`src/rtl/mem_block_copy_master_if.sv`:
```
// ============================================================================
//  Module   : mem_block_copy_master_if
//  Brief    : Avalon-MM data-memory port between the block-copy master and the slave.
//  Revision : 1.0
// ============================================================================
`default_nettype none

interface mem_block_copy_master_if #(
    parameter int ADDR_W = 11,
    parameter int DATA_W = 32
);
    logic [ADDR_W-1:0]   av_address;
    logic [DATA_W/8-1:0] av_byteenable;
    logic                av_chipselect;
    logic                av_write;
    logic [DATA_W-1:0]   av_writedata;
    logic [DATA_W-1:0]   av_readdata;
    logic                av_waitrequest;
    logic                av_clken;

    modport master (
        output av_address, av_byteenable, av_chipselect, av_write, av_writedata, av_clken,
        input  av_readdata, av_waitrequest
    );

    modport slave (
        input  av_address, av_byteenable, av_chipselect, av_write, av_writedata, av_clken,
        output av_readdata, av_waitrequest
    );
endinterface

`default_nettype wire

```
`src/rtl/mem_block_copy_master.sv`:
```
// ============================================================================
//  Module   : mem_block_copy_master
//  Brief    : Avalon-MM master copying a block of words between memory regions.
//  Revision : 1.0
// ============================================================================
`default_nettype none

module mem_block_copy_master #(
    parameter int ADDR_W = 11,
    parameter int DATA_W = 32,
    parameter int LEN_W  = 12
) (
    input  wire logic              clk,
    input  wire logic              reset_n,
    input  wire logic              start,
    input  wire logic [ADDR_W-1:0] src_addr,
    input  wire logic [ADDR_W-1:0] dst_addr,
    input  wire logic [LEN_W-1:0]  length,
    output logic                   busy,
    output logic                   done,
    output logic [LEN_W-1:0]       words_copied,
    mem_block_copy_master_if.master av
);

    localparam logic [LEN_W-1:0] c_max_len = LEN_W'(1) << ADDR_W;

    typedef enum logic [2:0] {
        S_IDLE    = 3'd0,
        S_RD      = 3'd1,
        S_RD_DATA = 3'd2,
        S_WR      = 3'd3,
        S_FIN     = 3'd4
    } state_t;

    state_t              state_q, state_d;
    logic [ADDR_W-1:0]   src_q, src_d;
    logic [ADDR_W-1:0]   dst_q, dst_d;
    logic [LEN_W-1:0]    rem_q, rem_d;
    logic [LEN_W-1:0]    cnt_q, cnt_d;
    logic [DATA_W-1:0]   data_q, data_d;
    logic                clken_q;
    logic [LEN_W-1:0]    w_len_clamped;
    logic                w_cs;
    logic                w_wr;

    assign w_len_clamped = (length > c_max_len) ? c_max_len : length;

    always_ff @(posedge clk or negedge reset_n) begin
        if (!reset_n) begin
            state_q <= S_IDLE;
            src_q   <= '0;
            dst_q   <= '0;
            rem_q   <= '0;
            cnt_q   <= '0;
            data_q  <= '0;
            clken_q <= 1'b0;
        end else begin
            state_q <= state_d;
            src_q   <= src_d;
            dst_q   <= dst_d;
            rem_q   <= rem_d;
            cnt_q   <= cnt_d;
            data_q  <= data_d;
            clken_q <= 1'b1;
        end
    end

    always_comb begin
        state_d = state_q;
        src_d   = src_q;
        dst_d   = dst_q;
        rem_d   = rem_q;
        cnt_d   = cnt_q;
        data_d  = data_q;
        w_cs    = 1'b0;
        w_wr    = 1'b0;
        case (state_q)
            S_IDLE: begin
                if (start) begin
                    src_d   = src_addr;
                    dst_d   = dst_addr;
                    rem_d   = w_len_clamped;
                    cnt_d   = '0;
                    state_d = (w_len_clamped == '0) ? S_FIN : S_RD;
                end
            end
            S_RD: begin
                w_cs = 1'b1;
                if (!av.av_waitrequest) state_d = S_RD_DATA;
            end
            S_RD_DATA: begin
                // Slave returns read data exactly one cycle after acceptance.
                data_d  = av.av_readdata;
                state_d = S_WR;
            end
            S_WR: begin
                w_cs = 1'b1;
                w_wr = 1'b1;
                if (!av.av_waitrequest) begin
                    src_d   = src_q + 1'b1;
                    dst_d   = dst_q + 1'b1;
                    rem_d   = rem_q - 1'b1;
                    cnt_d   = cnt_q + 1'b1;
                    state_d = (rem_q == LEN_W'(1)) ? S_FIN : S_RD;
                end
            end
            S_FIN:   state_d = S_IDLE;
            default: state_d = S_IDLE;
        endcase
    end

    assign av.av_chipselect = w_cs;
    assign av.av_write      = w_wr;
    assign av.av_address    = (state_q == S_WR) ? dst_q :
                              (state_q == S_RD) ? src_q : '0;
    assign av.av_byteenable = w_cs ? '1 : '0;
    assign av.av_writedata  = data_q;
    assign av.av_clken      = clken_q;

    assign busy         = (state_q == S_RD) || (state_q == S_RD_DATA) || (state_q == S_WR);
    assign done         = (state_q == S_FIN);
    assign words_copied = cnt_q;

endmodule

`default_nettype wire

```
`src/flat_wrapper.sv`:
```
// flat-port wrapper written by rule: the top's interface ports become plain ports
module mem_block_copy_master_flat 
#(
    parameter int ADDR_W = 11,
    parameter int DATA_W = 32,
    parameter int LEN_W  = 12
)
  (clk, reset_n, start, src_addr, dst_addr, length, busy, done, words_copied, av_av_address, av_av_byteenable, av_av_chipselect, av_av_write, av_av_writedata, av_av_clken, av_av_readdata, av_av_waitrequest);
  mem_block_copy_master_if #(.ADDR_W(ADDR_W), .DATA_W(DATA_W)) av_i ();
  input  wire logic clk;
  input  wire logic reset_n;
  input  wire logic start;
  input  wire logic [ADDR_W-1:0] src_addr;
  input  wire logic [ADDR_W-1:0] dst_addr;
  input  wire logic [LEN_W-1:0] length;
  output logic busy;
  output logic done;
  output logic [LEN_W-1:0] words_copied;
  output wire logic [$bits(av_i.av_address)-1:0] av_av_address;
  output wire logic [$bits(av_i.av_byteenable)-1:0] av_av_byteenable;
  output wire logic [$bits(av_i.av_chipselect)-1:0] av_av_chipselect;
  output wire logic [$bits(av_i.av_write)-1:0] av_av_write;
  output wire logic [$bits(av_i.av_writedata)-1:0] av_av_writedata;
  output wire logic [$bits(av_i.av_clken)-1:0] av_av_clken;
  input wire logic [$bits(av_i.av_readdata)-1:0] av_av_readdata;
  input wire logic [$bits(av_i.av_waitrequest)-1:0] av_av_waitrequest;
  assign av_av_address = av_i.av_address;
  assign av_av_byteenable = av_i.av_byteenable;
  assign av_av_chipselect = av_i.av_chipselect;
  assign av_av_write = av_i.av_write;
  assign av_av_writedata = av_i.av_writedata;
  assign av_av_clken = av_i.av_clken;
  assign av_i.av_readdata = av_av_readdata;
  assign av_i.av_waitrequest = av_av_waitrequest;
  mem_block_copy_master #(.ADDR_W(ADDR_W), .DATA_W(DATA_W), .LEN_W(LEN_W)) u_core (.clk(clk), .reset_n(reset_n), .start(start), .src_addr(src_addr), .dst_addr(dst_addr), .length(length), .busy(busy), .done(done), .words_copied(words_copied), .av(av_i));
endmodule
```
`config.mk`:
```
export PLATFORM = sky130hd
export DESIGN_NAME = mem_block_copy_master_flat
export DESIGN_NICKNAME = d
export VERILOG_FILES = /design/src/rtl/mem_block_copy_master_if.sv /design/src/rtl/mem_block_copy_master.sv /design/src/flat_wrapper.sv
export SDC_FILE = /design/constraint.sdc
export NUM_CORES = 1
export LEC_CHECK = 0
export CAP_MARGIN = 40
export CORE_MARGIN = 2
export CORE_UTILIZATION = 47
export CTS_CLUSTER_DIAMETER = 80
export CTS_CLUSTER_SIZE = 14
export DETAILED_ROUTE_END_ITERATION = 10
export PLACE_DENSITY_LB_ADDON = 0.05
export SLEW_MARGIN = 20
export SYNTH_ARGS = -nofsm -noshare
export SYNTH_HDL_FRONTEND = slang
export SYNTH_SLANG_ARGS = --single-unit
```
`constraint.sdc`:
```
create_clock -name clk -period 2.4 [get_ports clk]
set_input_delay 0.24 -clock clk [delete_from_list [all_inputs] [get_ports clk]]
set_output_delay 0.24 -clock clk [all_outputs]
set_load 0.02 [all_outputs]
```
==> results of run 1 <==
-- final cells by class --
class | count | area (sq um) | area share
Clock buffer | 11 | 141 | 0.0237
Clock inverter | 5 | 77.6 | 0.0130
Inverter | 6 | 22.5 | 0.00378
Multi-Input combinational cell | 308 | 2060 | 0.346
Sequential cell | 82 | 2050 | 0.344
Tap cell | 108 | 135 | 0.0227
Timing Repair Buffer | 150 | 1470 | 0.247
-- registers in the layout (all words and copies together) (netlist names) --
name / flops
u_core.av.av_clken: 1
u_core.dst_q: 11
u_core.words_copied: 12
u_core.rem_q: 12
u_core.src_q: 11
u_core.state_q: 3
u_core.av.av_writedata: 32
-- how the worst max path moves through the flow --
stage	from	endpoint	slack (ns)
finish	u_core.state_q[2]	av_av_chipselect	0.13
floorplan	u_core.state_q[2]	u_core.words_copied[11]	0.51
detailed placement	av_av_waitrequest	u_core.src_q[9]	0.17
global placement	av_av_waitrequest	u_core.src_q[9]	0.19
global route	u_core.state_q[1]	av_av_write	0.03
CTS	u_core.state_q[2]	av_av_chipselect	0.1
-- layout by cell type, fill, tap and decap left out, types with 3 or more instances in the layout --
cell type        Yosys  final
dfrtp_1             82     82
o21a_1               3      3
and4_1               3      3
nand2b_1             3      3
nor3_1               4      4
nand3_1             14     14
mux2_2              32     32
xnor2_1              3      3
a221o_1              4      4
a2bb2oi_1            7      7
clkbuf_8             0     10
inv_1                5      5
clkdlybuf4s50_1      0    132
mux2i_1             13     13
nand2_1             25     25
nand4_1              7      7
nor2_1              48     47
ha_1                 5      5
and3_1               8      8
nor3b_1              6      6
o21ai_0             27     27
a21oi_1             29     29
a211oi_1             3      3
or3_1                4      4
and2_1               3      3
or4_1                4      4
buf_4                4     16
nor4_1               4      4
xor2_1               4      4
a31oi_1              8      8
-- per-layer routing --
| layer | up-vias | global-route usage | part of all wire |
|---|---|---|---|
| met5 | - | 0 | 0 |
| met4 | 0 | 0.0759 | 0.015 |
| met3 | 15 | 0.0365 | 0.051 |
| met2 | 130 | 0.387 | 0.50 |
| met1 | 1922 | 0.314 | 0.43 |
| li1 | 1825 | - | - |
-- power groups by stage --
stage	registers [W]	logic (W)	clock network (W)
2_1_floorplan	0.00281	0.00242	0
3_3_place_gp	0.00253	0.00438	0
3_5_place_dp	0.00256	0.00446	0
4_1_cts	0.00254	0.00448	0.00115
5_1_grt	0.00264	0.00482	0.00120
6_report	0.00256	0.00445	0.00114
-- logic make-up after synthesis --
family	share of synthesized area
AO/OA/AOI/OAI	0.167
XOR/XNOR	0.0143
adder cells (fa/ha/maj)	0.0146
buffers and inverters	0.0403
flip-flops	0.479
multiplexers	0.114
other	0.000875
AND/OR/NAND/NOR	0.169
-- per-stage QoR --
stage,total power [W],hold WS [ns],setup slack (ns),instances
3_3_place_gp,0.00691,0.266,0.191,653
2_1_floorplan,0.00523,-0.0556,0.513,427
4_1_cts,0.00817,0.423,0.0995,670
5_1_grt,0.00866,0.459,0.0341,670
6_report,0.00814,0.398,0.128,670
3_5_place_dp,0.00702,0.264,0.172,653
-- critical path: stages, from the launching register on --
cell,delay (ns)
dfrtp_1,0.49
nand2b_1,0.19
buf_4,0.19
inv_1,0.16
clkdlybuf4s50_1,0.64
==> out/results.txt, run 1 <==
Cts repair resizes - 0
Clk_lat worst skew - 0.36 ns
Util after Layout - 0.680
Switching Fraction - 0.416
Number of enable flip-flop cells after synthesis - 0
CTS root buf - clkbuf_8
Mapped Area - 4290 sq um
Via count - 3892
Reg power frac - 0.314
Hold Path Class - in -> async
Mapped Nets - 502
Fmax - 0.440 GHz
Startpoint Class - flop
Yosys Warn Count - 0
CTS tree - done
Starting density of the core - 0.489
Max Cap Viol - 0
Final min period - 2.27 ns
# hold bufs at CTS - 1
Cell area after layout - 5960 sq um
DP HPWL - 8150 um
Predominant post-synthesis flop cell - dfrtp_1
Vias per cell - 5.81
Worst Reg-to-Reg Cells - 5
Cell Int Power - 0.00475 W
Most frequent cell after synthesis - dfrtp_1
Part of the cycle the worst path needs - 0.947
Routed Antenna Nets - 0
Worst setup path class - reg -> out
Flop and latch count out of synthesis - 82
WL per Instance - 16.9 um
Cells after Synth - 427
Top-area cell type share of the netlist area - 0.479
Core ar. - 8760 sq um
Cell variety after synth - 61
Worst EP required - 2.16 ns
Area of the die - 9900 sq um
Global Route Usage Sum - 0.233
Fin nets - 632
Row count - 34
Max Root-Sink Buffers - 2
FF-to-FF Start - u_core.state_q[0]
CTS Buf Count - 9
Drt pass-1 iters - 4
First-pass GRT wire length - 18600 um
DRC - 0
Postcts setup bufs - 0
Final hold vios - 0
RSZ-0062 raised after global routing - false
CP endpoint kind - output pin
Die width - 99.5 um
Area delta synth->final - 39.2%
Max VDD drop - 0.000801 V
Clk pwr share - 0.140
Worst-Margin Slew - 0.678 ns
Worst EP arrival - 2.03 ns
Status - completed
Net Sw Power - 0.00338 W
Reg-to-reg endpoint - u_core.src_q[9]
Leak Pwr - 2.45 nW
Fillers - 719
Pins over their slew limit - 0
Flop2flop setup slack - 0.35 ns
Most instantiated cells after synthesis - dfrtp_1 (82), nor2_1 (48), mux2_2 (32)
Logic pwr share - 0.547
DRT iter0 DRCs - 205
Antenna cell count - 0
Final Setup Violations - 0
Largest net degree at the start of global routing - 44
Power per standard cell area - 1360 nW/um^2
H-Tree Depth - 3
WL final - 11300 um
Initial antenna violation count - 0
Ys async rst share - 1.00
Port Buffers - 133
Sink Count - 82
Crit-path max FO - 12
Clock transition at the registers of the reported paths - 0.09 ns
Layout cell share with drive strength beyond 1 - 0.125
GRT overflow - 0
I/O pin cnt - 134
Worst Clk Skew - 0.0134 ns
RD Place Congestion - 0.943
Setup TNS - 0 ns
Worst rel slew slack - 0.544
Post-place instance area - 5730 sq um
Vias in the first global route - 3762
Largest cells by area after synthesis - dfrtp_1 (48%), mux2_2 (8.4%), nor2_1 (4.2%)
Register area share after synthesis - 0.479
Post-Syn Area per Cell - 10.0 sq um
Chip height - 99.5 um
Yosys top cell by area - dfrtp_1
Note: power is estimated with default switching activity, not from simulation.
==> inputs of run 2 (changes only) <==
CORE_MARGIN = default   (was 2)
==> out/results.txt, run 2 (synthesis results as in run 1) <==
DRT iter0 DRCs - 180 (-12%)
Pins over their slew limit - 0 (unchanged)
Slowest-stage cell, CP - clkdlybuf4s50_1
Most common cell after layout, fill and taps aside - clkdlybuf4s50_1
CTS tree - done
Sink Count - 82 (unchanged)
Routed Antenna Nets - 0 (unchanged)
Layout cell share with drive strength beyond 1 - 0.127 (+0.00268)
WL per Instance - 17.0 um (+1.0%)
Core ar. - 8760 sq um (unchanged)
Global Route Usage Sum - 0.245 (+0.0120)
Status - completed
Cells along the critical path - buf_4 -> mux2i_1 -> nor2_1 -> clkdlybuf4s50_1
Setup TNS - 0 ns (unchanged)
Area delta synth->final - 39.5%
DP HPWL - 8180 um (+0.44%)
First-pass GRT wire length - 18700 um (+0.33%)
CP endpoint kind - output pin
Chip height - 97.5 um (-2.0%)
Reg-to-reg endpoint - u_core.words_copied[11]
Final min period - 2.18 ns (-0.0935 ns)
Final Setup Violations - 0 (unchanged)
CTS Buf Count - 9 (unchanged)
Hold Path Class - in -> async
Clk_lat worst skew - 0.35 ns (about the same)
Max VDD drop - 0.000637 V (-20%)
Startpoint Class - flop
Worst setup path class - reg -> out
Vias per cell - 5.75 (-1.1%)
Antenna cell count - 0 (unchanged)
Area of the die - 9500 sq um (-4.0%)
Row count - 34 (unchanged)
I/O pin cnt - 134 (unchanged)
Port Buffers - 133 (unchanged)
Crit-path max cell delay - 0.62 ns (-0.02 ns)
Max Cap Viol - 0 (unchanged)
Final hold vios - 0 (unchanged)
Max Root-Sink Buffers - 2 (unchanged)
Post-place instance area - 5760 sq um (+0.52%)
Worst EP arrival - 1.94 ns (-0.09 ns)
Commonest non-fill, non-tap cells in the layout - clkdlybuf4s50_1 (132), dfrtp_1 (80), nor2_1 (46)
Leak Pwr - 2.44 nW (-0.58%)
Drt pass-1 iters - 5 (+1)
Worst-Margin Slew - 0.673 ns (-0.00434 ns)
Power per standard cell area - 1350 nW/um^2 (-0.85%)
CTS root buf - clkbuf_8
Flop2flop setup slack - 0.31 ns (-0.04 ns)
Vias in the first global route - 3718 (-1.2%)
Worst Clk Skew - 0.0114 ns (-0.00204 ns)
RSZ-0062 raised after global routing - false
Initial antenna violation count - 0 (unchanged)
Clock transition at the registers of the reported paths - 0.09 ns (about the same)
Die width - 97.5 um (-2.0%)
FF-to-FF Start - u_core.state_q[2]
Max reg flops - 32 (unchanged)
Fmax - 0.459 GHz (+4.3%)
GRT overflow - 0 (unchanged)
Worst rel slew slack - 0.547 (+0.00292)
WL final - 11300 um (+0.40%)
Largest net degree at the start of global routing - 44 (unchanged)
Crit-path max FO - 12 (unchanged)
Fin nets - 629 (-0.47%)
Via count - 3828 (-1.6%)
RD Place Congestion - 0.887 (-6.0%)
H-Tree Depth - 3 (unchanged)
Cell area after layout - 5980 sq um (+0.23%)
Worst Reg-to-Reg Cells - 4 (-1)
Part of the cycle the worst path needs - 0.908 (-0.0389)
Worst EP required - 2.16 ns (about the same)
Starting density of the core - 0.489 (unchanged)
DRC - 0 (unchanged)
run 2: changes by cell type in the layout (fill, tap and decap cells not counted), sizes merged:
cell,previous run,this run
buf,17,14
clkinvlp,1,2
bufinv,2,1
clkbuf,11,10
run 2: metal layers:
| metal | vias to the layer above | GRT usage | part of all wire |
|---|---|---|---|
| met5 | - | 0 | 0 |
| met4 | 0 | 0.0803 | 0.017 |
| met3 | 16 | 0.0374 | 0.056 |
| met2 | 148 | 0.408 | 0.49 |
| met1 | 1844 | 0.326 | 0.44 |
| li1 | 1820 | - | - |
run 2: how the worst max path moves through the flow:
stage	to	depth (start not counted)	from
after detailed placement	u_core.words_copied[11]	5	start
after CTS	av_av_byteenable[2]	3	u_core.state_q[2]
final	av_av_address[3]	4	u_core.state_q[1]
after global placement	u_core.words_copied[11]	5	start
after floorplan	u_core.words_copied[11]	5	u_core.state_q[2]
after global routing	done	4	u_core.state_q[1]
run 2: what timing repair did:
| action | 4_1_cts | 5_1_grt |
|---|---|---|
| gates cloned | 0 | 0 |
| hold buffers | 1 | 0 |
| gates resized for setup | 1 | 3 |
| endpoints found under the hold margin | 42 | 0 |
| endpoints found under the setup margin | 6 | 6 |
| buffers inserted | 0 | 0 |
| pin swaps | 0 | 0 |
run 2: power breakdown:
part,internal (W),switching [W],total (W)
Combinational,0.00220,0.00232,0.00452
Sequential,0.00200,0.000569,0.00257
Clock,0.000500,0.000503,0.00100
run 2: worst max-delay path: cells and delay by family (launching register included):
| family | cells | cell delay [ns] |
|---|---|---|
| buffers and inverters | 2 | 0.85 |
| flip-flops | 1 | 0.48 |
| multiplexers | 1 | 0.14 |
| AND/OR/NAND/NOR | 1 | 0.13 |
run 2: per-stage QoR:
stage / hold WS, ns / utilization / setup slack, ns / std cells / power [W]
2_1_floorplan: -0.0556 / - / 0.513 / 427 / 0.00523
3_3_place_gp: 0.274 / 0.658 / 0.185 / 650 / 0.00698
3_5_place_dp: 0.280 / 0.658 / 0.189 / 650 / 0.00708
4_1_cts: 0.451 / 0.681 / 0.0868 / 666 / 0.00809
5_1_grt: 0.476 / 0.682 / 0.100 / 666 / 0.00862
6_report: 0.432 / 0.682 / 0.221 / 666 / 0.00809
run 2: cell type report:
cell class              instances  area (sq um)
fillers                       696          2790
repair buffers                147          1500
well taps                     108           135
inverters                       6          22.5
clock inverters                 5          55.1
clock buffers                  10           138
flip-flops and latches         82          2050
multi-input cells             308          2070
